**src/rtl/switch_nport.sv**
```systemverilog
// switch_nport: address-routed 1-to-N packet switch. Each output has its own
// show-ahead FIFO, so a stalled consumer only backs up traffic bound for its
// own port. The destination comes from the top address bits, and the full
// address is forwarded with the payload.
module switch_nport #(
    parameter int ADDR_WIDTH = 8,
    parameter int DATA_WIDTH = 16,
    parameter int NUM_PORTS  = 4,
    parameter int FIFO_DEPTH = 4
) (
    input  logic                             clk,
    input  logic                             rstn,
    input  logic                             vld,
    output logic                             rdy,
    input  logic [ADDR_WIDTH-1:0]            addr,
    input  logic [DATA_WIDTH-1:0]            data,
    output logic [NUM_PORTS-1:0]             vld_out,
    input  logic [NUM_PORTS-1:0]             rdy_out,
    output logic [NUM_PORTS*ADDR_WIDTH-1:0]  addr_out,
    output logic [NUM_PORTS*DATA_WIDTH-1:0]  data_out
);

    localparam int PORT_BITS = $clog2(NUM_PORTS);
    localparam int PTR_BITS  = $clog2(FIFO_DEPTH);
    localparam int ENTRY_W   = ADDR_WIDTH + DATA_WIDTH;

    logic [PORT_BITS-1:0] w_dest;
    logic [NUM_PORTS-1:0] w_full;
    logic [NUM_PORTS-1:0] w_empty;
    logic [NUM_PORTS-1:0] w_push;
    logic [NUM_PORTS-1:0] w_pop;

    assign w_dest = addr[ADDR_WIDTH-1 -: PORT_BITS];

    // Acceptance depends only on the destination FIFO's fullness. A pop in the
    // same cycle does not make room, which keeps rdy off the consumer ready paths.
    assign rdy = rstn && !w_full[w_dest];

    generate
        for (genvar gi = 0; gi < NUM_PORTS; gi++) begin : g_port
            logic [ENTRY_W-1:0]  r_mem [FIFO_DEPTH];
            logic [PTR_BITS:0]   r_wr_ptr;
            logic [PTR_BITS:0]   r_rd_ptr;
            logic [ENTRY_W-1:0]  w_head;

            // The pointers carry one extra wrap bit. Equal low bits with
            // different wrap bits means the FIFO is full.
            assign w_full[gi]  = (r_wr_ptr[PTR_BITS-1:0] == r_rd_ptr[PTR_BITS-1:0]) &&
                                 (r_wr_ptr[PTR_BITS] != r_rd_ptr[PTR_BITS]);
            assign w_empty[gi] = (r_wr_ptr == r_rd_ptr);
            assign w_push[gi]  = vld && rdy && (w_dest == PORT_BITS'(gi));
            assign w_pop[gi]   = vld_out[gi] && rdy_out[gi];

            // Pointer update. Reset wins over any push or pop in the same cycle.
            always_ff @(posedge clk) begin
                if (!rstn) begin
                    r_wr_ptr <= '0;
                    r_rd_ptr <= '0;
                end else begin
                    if (w_push[gi]) begin
                        r_wr_ptr <= r_wr_ptr + 1'b1;
                    end
                    if (w_pop[gi]) begin
                        r_rd_ptr <= r_rd_ptr + 1'b1;
                    end
                end
            end

            // Storage write. The contents are never reset, because the empty
            // flag masks stale entries.
            always_ff @(posedge clk) begin
                if (w_push[gi]) begin
                    r_mem[r_wr_ptr[PTR_BITS-1:0]] <= {addr, data};
                end
            end

            // The head is read combinationally, so a beat pushed at one edge
            // is on the port in the following cycle.
            assign w_head      = r_mem[r_rd_ptr[PTR_BITS-1:0]];
            assign vld_out[gi] = rstn && !w_empty[gi];
            assign addr_out[gi*ADDR_WIDTH +: ADDR_WIDTH] =
                vld_out[gi] ? w_head[ENTRY_W-1 -: ADDR_WIDTH] : '0;
            assign data_out[gi*DATA_WIDTH +: DATA_WIDTH] =
                vld_out[gi] ? w_head[DATA_WIDTH-1:0] : '0;
        end
    endgenerate

endmodule

```
**config.mk**
```make
export PLATFORM = sky130hd
export DESIGN_NAME = switch_nport
export DESIGN_NICKNAME = d
export VERILOG_FILES = /design/src/rtl/switch_nport.sv
export SDC_FILE = /design/constraint.sdc
export NUM_CORES = 1
export LEC_CHECK = 0
export BUFFER_PORTS_ARGS = -buffer_cell sky130_fd_sc_hd__buf_2
export CAP_MARGIN = 20
export CORE_UTILIZATION = 64
export CTS_CLUSTER_DIAMETER = 60
export DETAILED_ROUTE_END_ITERATION = 8
export PLACE_DENSITY = 0.92
export SETUP_SLACK_MARGIN = 0.3
export SLEW_MARGIN = 10
export SYNTH_ARGS = -nofsm -noshare
export SYNTH_HDL_FRONTEND = slang
export SYNTH_SLANG_ARGS = --single-unit
export TNS_END_PERCENT = 20
```
**constraint.sdc**
```tcl
create_clock -name clk -period 4.81 [get_ports clk]
set_input_delay 0.962 -clock clk [delete_from_list [all_inputs] [get_ports clk]]
set_output_delay 0.962 -clock clk [all_outputs]
set_load 0.01 [all_outputs]
```
==> out/metrics.yaml, run 1 <==
number_of_warning_messages_in_the_yosys_log: 0
via_count_normalized_by_instance_count: 6.508
worst_setup_path_start_kind: "flip-flop"
buffer_ports.inserted: 131
synth.area.top_cells: "edfxtp_1 (71%), mux4_2 (13%), dfxtp_1 (3.9%), and3_1 (3.9%), ha_1 (1.5%)"
report.final.slew_viol_count: 0
die_width_um: 161.4
hold_path.class: "reg2reg"
syn-cell-area_mm2: 0.01626
detail_route.first_pass.iterations: 5
clockBufferDepth: 3
synthesis.instances: 818
run_status: "finished clean"
final.fill_count: 1273
cts_tree: "built"
slew_headroom_pct: 33.62
dominantRegCellSynth: "edfxtp_1"
number_of_synthesized_flops_with_an_enable_pin: 384
synth_sequential_area_ratio_pct: 74.84
insertion_delay_to_the_later_sink_of_the_worst_skew_pair_ns: 0.54
largest_net_degree_at_the_start_of_global_routing: 48
cp-end-kind: "output pin"
layout_worst_path_cycle_share_pct: 76.81
nNetsFinal: 1014
gr-total-overflow: 0
number_of_global_route_vias_before_repair: 8971
timing.hold.worst.start: "g_port[1].r_wr_ptr[2]"
rr_startpoint: "g_port[2].r_wr_ptr[0]"
dieArea_mm2: 0.02605
grt_util_all_layers_pct: 28.99
clockRootBuffer: "clkbuf_16"
min_period_ns: 3.694
antenna_left: 0
synth_fp_nets: 869
cts_post_setup_buffers_inserted: 0
max-vdd-ir-drop_mv: 0.4752
synth_area_leader_cell: "edfxtp_1"
post_route_cells_drive_above_1_share_pct: 32.33
crit_arrival_ns: 2.73
fp-row-count: 57
gp_congestion: 0.7999
post_cts_resized: 0
drt_first_iter_violations: 752
ys_types: 33
grt_antenna_before_repair: 1
pin_count: 132
post-synth-top-area-fraction_pct: 70.90
rsz0062_at_grt: "no"
place.detailed.instances: 1245
async_flop_share_pct: 0
worst_hold_slack_ns: 0.4985
total_clock_buffers_created_by_cts: 40
worst_ep_required_time_ns: 3.85
ctsHtreeMaxLevel: 2
via_count: 8577
dpl.hpwl_um: 20630
coreArea_mm2: 0.02460
tightestPinTransition_ns: 0.9957
layout-area-overhead-vs-synth_pct: 15.09
hold_viol: 0
total_wire_length_after_detailed_routing_um: 36050
clkSinkCount: 416
p_leak_nw: 6.850
wire_per_inst_um: 27.35
die_y_um: 161.4
max-cap-violations: 0
final.setup.tns_ns: 0
utilization_pct: 76.07
post-route-drc-count: 0
clock_skew_ns: 0.01589
kind_of_critical_path: "reg2out"
max_freq_ghz: 0.2707
cp_max_fo: 13
layoutNonFillerInstCount: 1318
grt_pass1_wl_um: 54650
starting_utilization_of_the_core_area_pct: 66.10
ys_seq_elements: 416
ctsHoldBuffers: 0
setup-violations-final: 0
syn_area_per_cell_um2: 19.88
cellPowerDensity_mw_per_mm2: 418.6
clock_pin_slew_worst_setup_and_hold_paths_ns: 0.06
==> critical path, stage by stage (launching register included) <==
cell     delay, ns
dfxtp_1       0.89
buf_4         0.40
mux4_2        0.57
and3_1        0.20
buf_2         0.13
==> synth_stat cells, types with 4 or more instances <==
cell type	n
or3_1	4
nor2_1	16
edfxtp_1	384
mux4_2	96
and2_1	10
clkbuf_1	39
buf_2	15
nand3_1	8
nand2_1	16
ha_1	20
inv_1	13
a21oi_1	7
o311ai_0	4
and3_1	102
dfxtp_1	32
xor2_1	20
xnor2_1	4
o31ai_1	6
==> placed cells by master (no fill, tap or decap), drive strengths merged, types with 2 or more instances in the layout <==
cell type  count
bufinv         8
nand3          8
nor2          16
mux2i          2
dfxtp         32
xnor2          4
or3            4
and2          10
o311ai         4
mux4          96
a21bo          2
nand2         16
buf          157
o31ai          8
o31a           2
o21ai          2
xor2          20
a21oi          7
ha            20
edfxtp       384
nand3b         2
clkbuf        50
inv           15
clkinv        11
or4b           2
and3         104
==> kinds of logic (layout without fill, tap and decap cells) <==
family / count (synthesis) / after routing / synth area share, %
AO/OA/AOI/OAI: 26 / 26 / 1.223
buffers and inverters: 67 / 242 / 1.662
flip-flops: 416 / 416 / 74.84
adder cells (fa/ha/maj): 20 / 20 / 1.539
other: 0 / 1 / 0
multiplexers: 98 / 98 / 13.42
XOR/XNOR: 24 / 24 / 1.292
AND/OR/NAND/NOR: 167 / 167 / 6.031
==> power by group <==
group / internal (mW) / switching (mW)
Clock: 2.02 / 1.30
Combinational: 0.208 / 0.272
Sequential: 3.98 / 0.0557
Total: 6.21 / 1.62
==> layout make-up <==
class                   instances  area, um^2  area share (%)
flip-flops and latches        416       12170           65.04
multi-input cells             335        3822           20.42
clock buffers                  50        1080           5.769
repair buffers                157       870.8           4.652
well taps                     324       405.4           2.166
clock inverters                22       314.1           1.678
inverters                      13       48.80          0.2607
diodes                          1       2.502         0.01337
==> flip-flops by register name, summed over array words and instances (netlist names), named ones only <==
register and cells:
g_port.r_rd_ptr 12, g_port.r_mem 384, g_port.r_wr_ptr 12
==> metrics by stage <==
| stage | worst slack [ns] | power [mW] | instance area, um^2 |
|---|---|---|---|
| after floorplan | 1.952 | 4.394 | 16260 |
| after global placement | 1.498 | 4.563 | 17290 |
| after detailed placement | 1.426 | 4.584 | 17320 |
| after CTS | 1.010 | 7.861 | 18720 |
| after global routing | 0.8918 | 8.027 | 18720 |
| final | 1.116 | 7.835 | 18720 |
==> worst paths after layout <==
| check | endpoint | slack (ns) | cells past startpoint |
|---|---|---|---|
| min reg2reg | g_port[1].r_wr_ptr[2] | 0.50 | 2 |
| max | addr_out[12] | 1.12 | 4 |
| max reg2reg | g_port[2].r_mem[0][3] | 2.34 | 4 |
| min | g_port[1].r_wr_ptr[2] | 0.50 | 2 |
==> per-layer routing <==
| layer | wire length, um | GRT usage [%] | vias to the layer above |
|---|---|---|---|
| li1 | - | - | 3586 |
| met1 | 13170 | 37.53 | 4442 |
| met2 | 19220 | 50.35 | 475 |
| met3 | 2552 | 3.903 | 74 |
| met4 | 1098 | 11.41 | 0 |
| met5 | 0 | 0 | - |
Power figures use the tool's default switching activity.
==> inputs of run 2 (changes only) <==
--- a/config.mk
+++ b/config.mk
@@ -7,10 +7,10 @@
 export LEC_CHECK = 0
 export BUFFER_PORTS_ARGS = -buffer_cell sky130_fd_sc_hd__buf_2
 export CAP_MARGIN = 20
-export CORE_UTILIZATION = 64
+export CORE_UTILIZATION = 59
 export CTS_CLUSTER_DIAMETER = 60
 export DETAILED_ROUTE_END_ITERATION = 8
-export PLACE_DENSITY = 0.92
+export PLACE_DENSITY = 0.87
 export SETUP_SLACK_MARGIN = 0.3
 export SLEW_MARGIN = 10
 export SYNTH_ARGS = -nofsm -noshare
==> constraint.sdc (replaced) <==
create_clock -name clk -period 3.6 [get_ports clk]
set_input_delay 0.72 -clock clk [delete_from_list [all_inputs] [get_ports clk]]
set_output_delay 0.72 -clock clk [all_outputs]
set_load 0.01 [all_outputs]
==> run 2 against run 1 <==
Against the previous run:
- via count fell by 1.3%
- non-clock buffer count up 8
- sequential share of layout area fell by 0.069 points
- largest cell class unchanged
- largest power group unchanged
- sequential power up 33%
- global-route usage fell by 3.9 points
==> out/metrics.yaml, run 2 (synthesis gave the netlist of run 1 again) <==
run_status: "finished clean"
total_clock_buffers_created_by_cts: 40
largest_net_degree_at_the_start_of_global_routing: 47
buffer_ports.inserted: 131
totalPowerFinal_mw: 10.16
min_period_ns: 3.202
max-vdd-ir-drop_mv: 0.3992
insertion_delay_to_the_later_sink_of_the_worst_skew_pair_ns: 0.54
gr-total-overflow: 0
timing.critical_path.slowest_cell_delay_ns: 0.47
ctsHoldBuffers: 0
starting_utilization_of_the_core_area_pct: 60.18
layout-area-overhead-vs-synth_pct: 15.21
hold_viol: 0
antenna_fix_cells: 0
clockRootBuffer: "clkbuf_16"
p_leak_nw: 6.849
nNetsFinal: 1022
final.setup.tns_ns: 0
tightestPinTransition_ns: 0.8733
grt_antenna_before_repair: 0
setup-violations-final: 0
layout_common_cells: "edfxtp_1 (384), buf_2 (131), and3_1 (102), mux4_2 (96), clkbuf_16 (40)"
dieArea_mm2: 0.02823
cp_max_fo: 14
drt_first_iter_violations: 770
kind_of_critical_path: "reg2out"
cp-end-kind: "output pin"
rsz0062_at_grt: "no"
detail_route.first_pass.iterations: 5
post_route_cells_drive_above_1_share_pct: 32.60
via_count_normalized_by_instance_count: 6.315
crit_slowest_cell: "or3_1"
grt_util_all_layers_pct: 25.10
final_common_cell: "edfxtp_1"
layout_worst_path_cycle_share_pct: 88.95
worst_ep_required_time_ns: 2.88
dpl.hpwl_um: 20450
post-route-drc-count: 0
report.final.slew_viol_count: 0
slew_headroom_pct: 41.70
clock_skew_ns: 0.01595
final.fill_count: 1640
cts_tree: "built"
hold_path.class: "reg2reg"
total_wire_length_after_detailed_routing_um: 34590
number_of_global_route_vias_before_repair: 8766
utilization_pct: 69.33
post_cts_resized: 0
gp_congestion: 0.7420
wire_per_inst_um: 25.79
ctsHtreeMaxLevel: 2
cellPowerDensity_mw_per_mm2: 542.1
clockBufferDepth: 3
pin_count: 132
antenna_left: 0
coreArea_mm2: 0.02703
fp-row-count: 60
die_y_um: 168.0
worst_setup_path_start_kind: "flip-flop"
largest_reg_flops: 384
via_count: 8469
max-cap-violations: 0
path_cells: "xor2_1, or3_1, buf_4, and3_1, buf_2"
cts_post_setup_buffers_inserted: 0
die_width_um: 168.0
clock_pin_slew_worst_setup_and_hold_paths_ns: 0.06
crit_arrival_ns: 2.48
grt_pass1_wl_um: 52030
clkSinkCount: 416
max_freq_ghz: 0.3123
==> run 2: cell count changes in the layout (fill, tap and decap cells not counted), sizes merged <==
cell    before  now
buf        157  165
bufinv       8    4
clkbuf      50   52
clkinv      11   13
diode        1    0
inv         15   14
==> run 2: per-stage QoR <==
step / setup WS [ns] / hold WS (ns) / cells / instance area [um^2]
6_report: 0.3977 / 0.5096 / 1341 / 18740
5_1_grt: 0.3164 / 0.5341 / 1341 / 18740
4_1_cts: 0.4122 / 0.5136 / 1341 / 18740
3_5_place_dp: 0.6428 / 0.4934 / 1270 / 17460
3_3_place_gp: 0.6988 / 0.4674 / 1270 / 17460
2_1_floorplan: 1.088 / 0.4545 / 818 / 16260
==> run 2: layout make-up <==
| type | instances | area, um^2 | area share [%] |
|---|---|---|---|
| flip-flops and latches | 416 | 12170 | 64.97 |
| multi-input cells | 335 | 3822 | 20.40 |
| clock buffers | 52 | 1076 | 5.743 |
| repair buffers | 165 | 985.9 | 5.262 |
| well taps | 341 | 426.7 | 2.277 |
| clock inverters | 19 | 203.9 | 1.088 |
| inverters | 13 | 48.80 | 0.2604 |
==> run 2: worst max-delay path: cells and delay by family, from the launching register on <==
family                 cells  cell delay (ns)
buffers and inverters      2             0.45
flip-flops                 1             0.46
XOR/XNOR                   1             0.36
AND/OR/NAND/NOR            2             0.68
==> run 2: worst paths after layout <==
check | cells past startpoint | endpoint | from | slack (ns)
setup / recovery | 5 | addr_out[0] | g_port[0].r_wr_ptr[0] | 0.40
hold / removal | 2 | flip-flop | g_port[2].r_rd_ptr[1] | 0.51
setup reg to reg | 4 | g_port[0].r_mem[1][0] | g_port[0].r_wr_ptr[0] | 1.41
hold reg to reg | 2 | flip-flop | g_port[2].r_rd_ptr[1] | 0.51
==> run 2: where the power goes <==
group / switching, mW / leakage (nW) / internal, mW
registers: 0.0344 / 3.72 / 5.32
logic: 0.407 / 2.50 / 0.295
clock network: 1.71 / 0.628 / 2.40
total: 2.15 / 6.85 / 8.01
==> run 2: per-layer routing <==
metal	track usage, %	part of all wire, %	up-vias
met5	0	0	-
met4	7.300	1.9	0
met3	3.409	7.3	58
met2	42.79	51	420
met1	34.34	39	4389
li1	-	-	3602
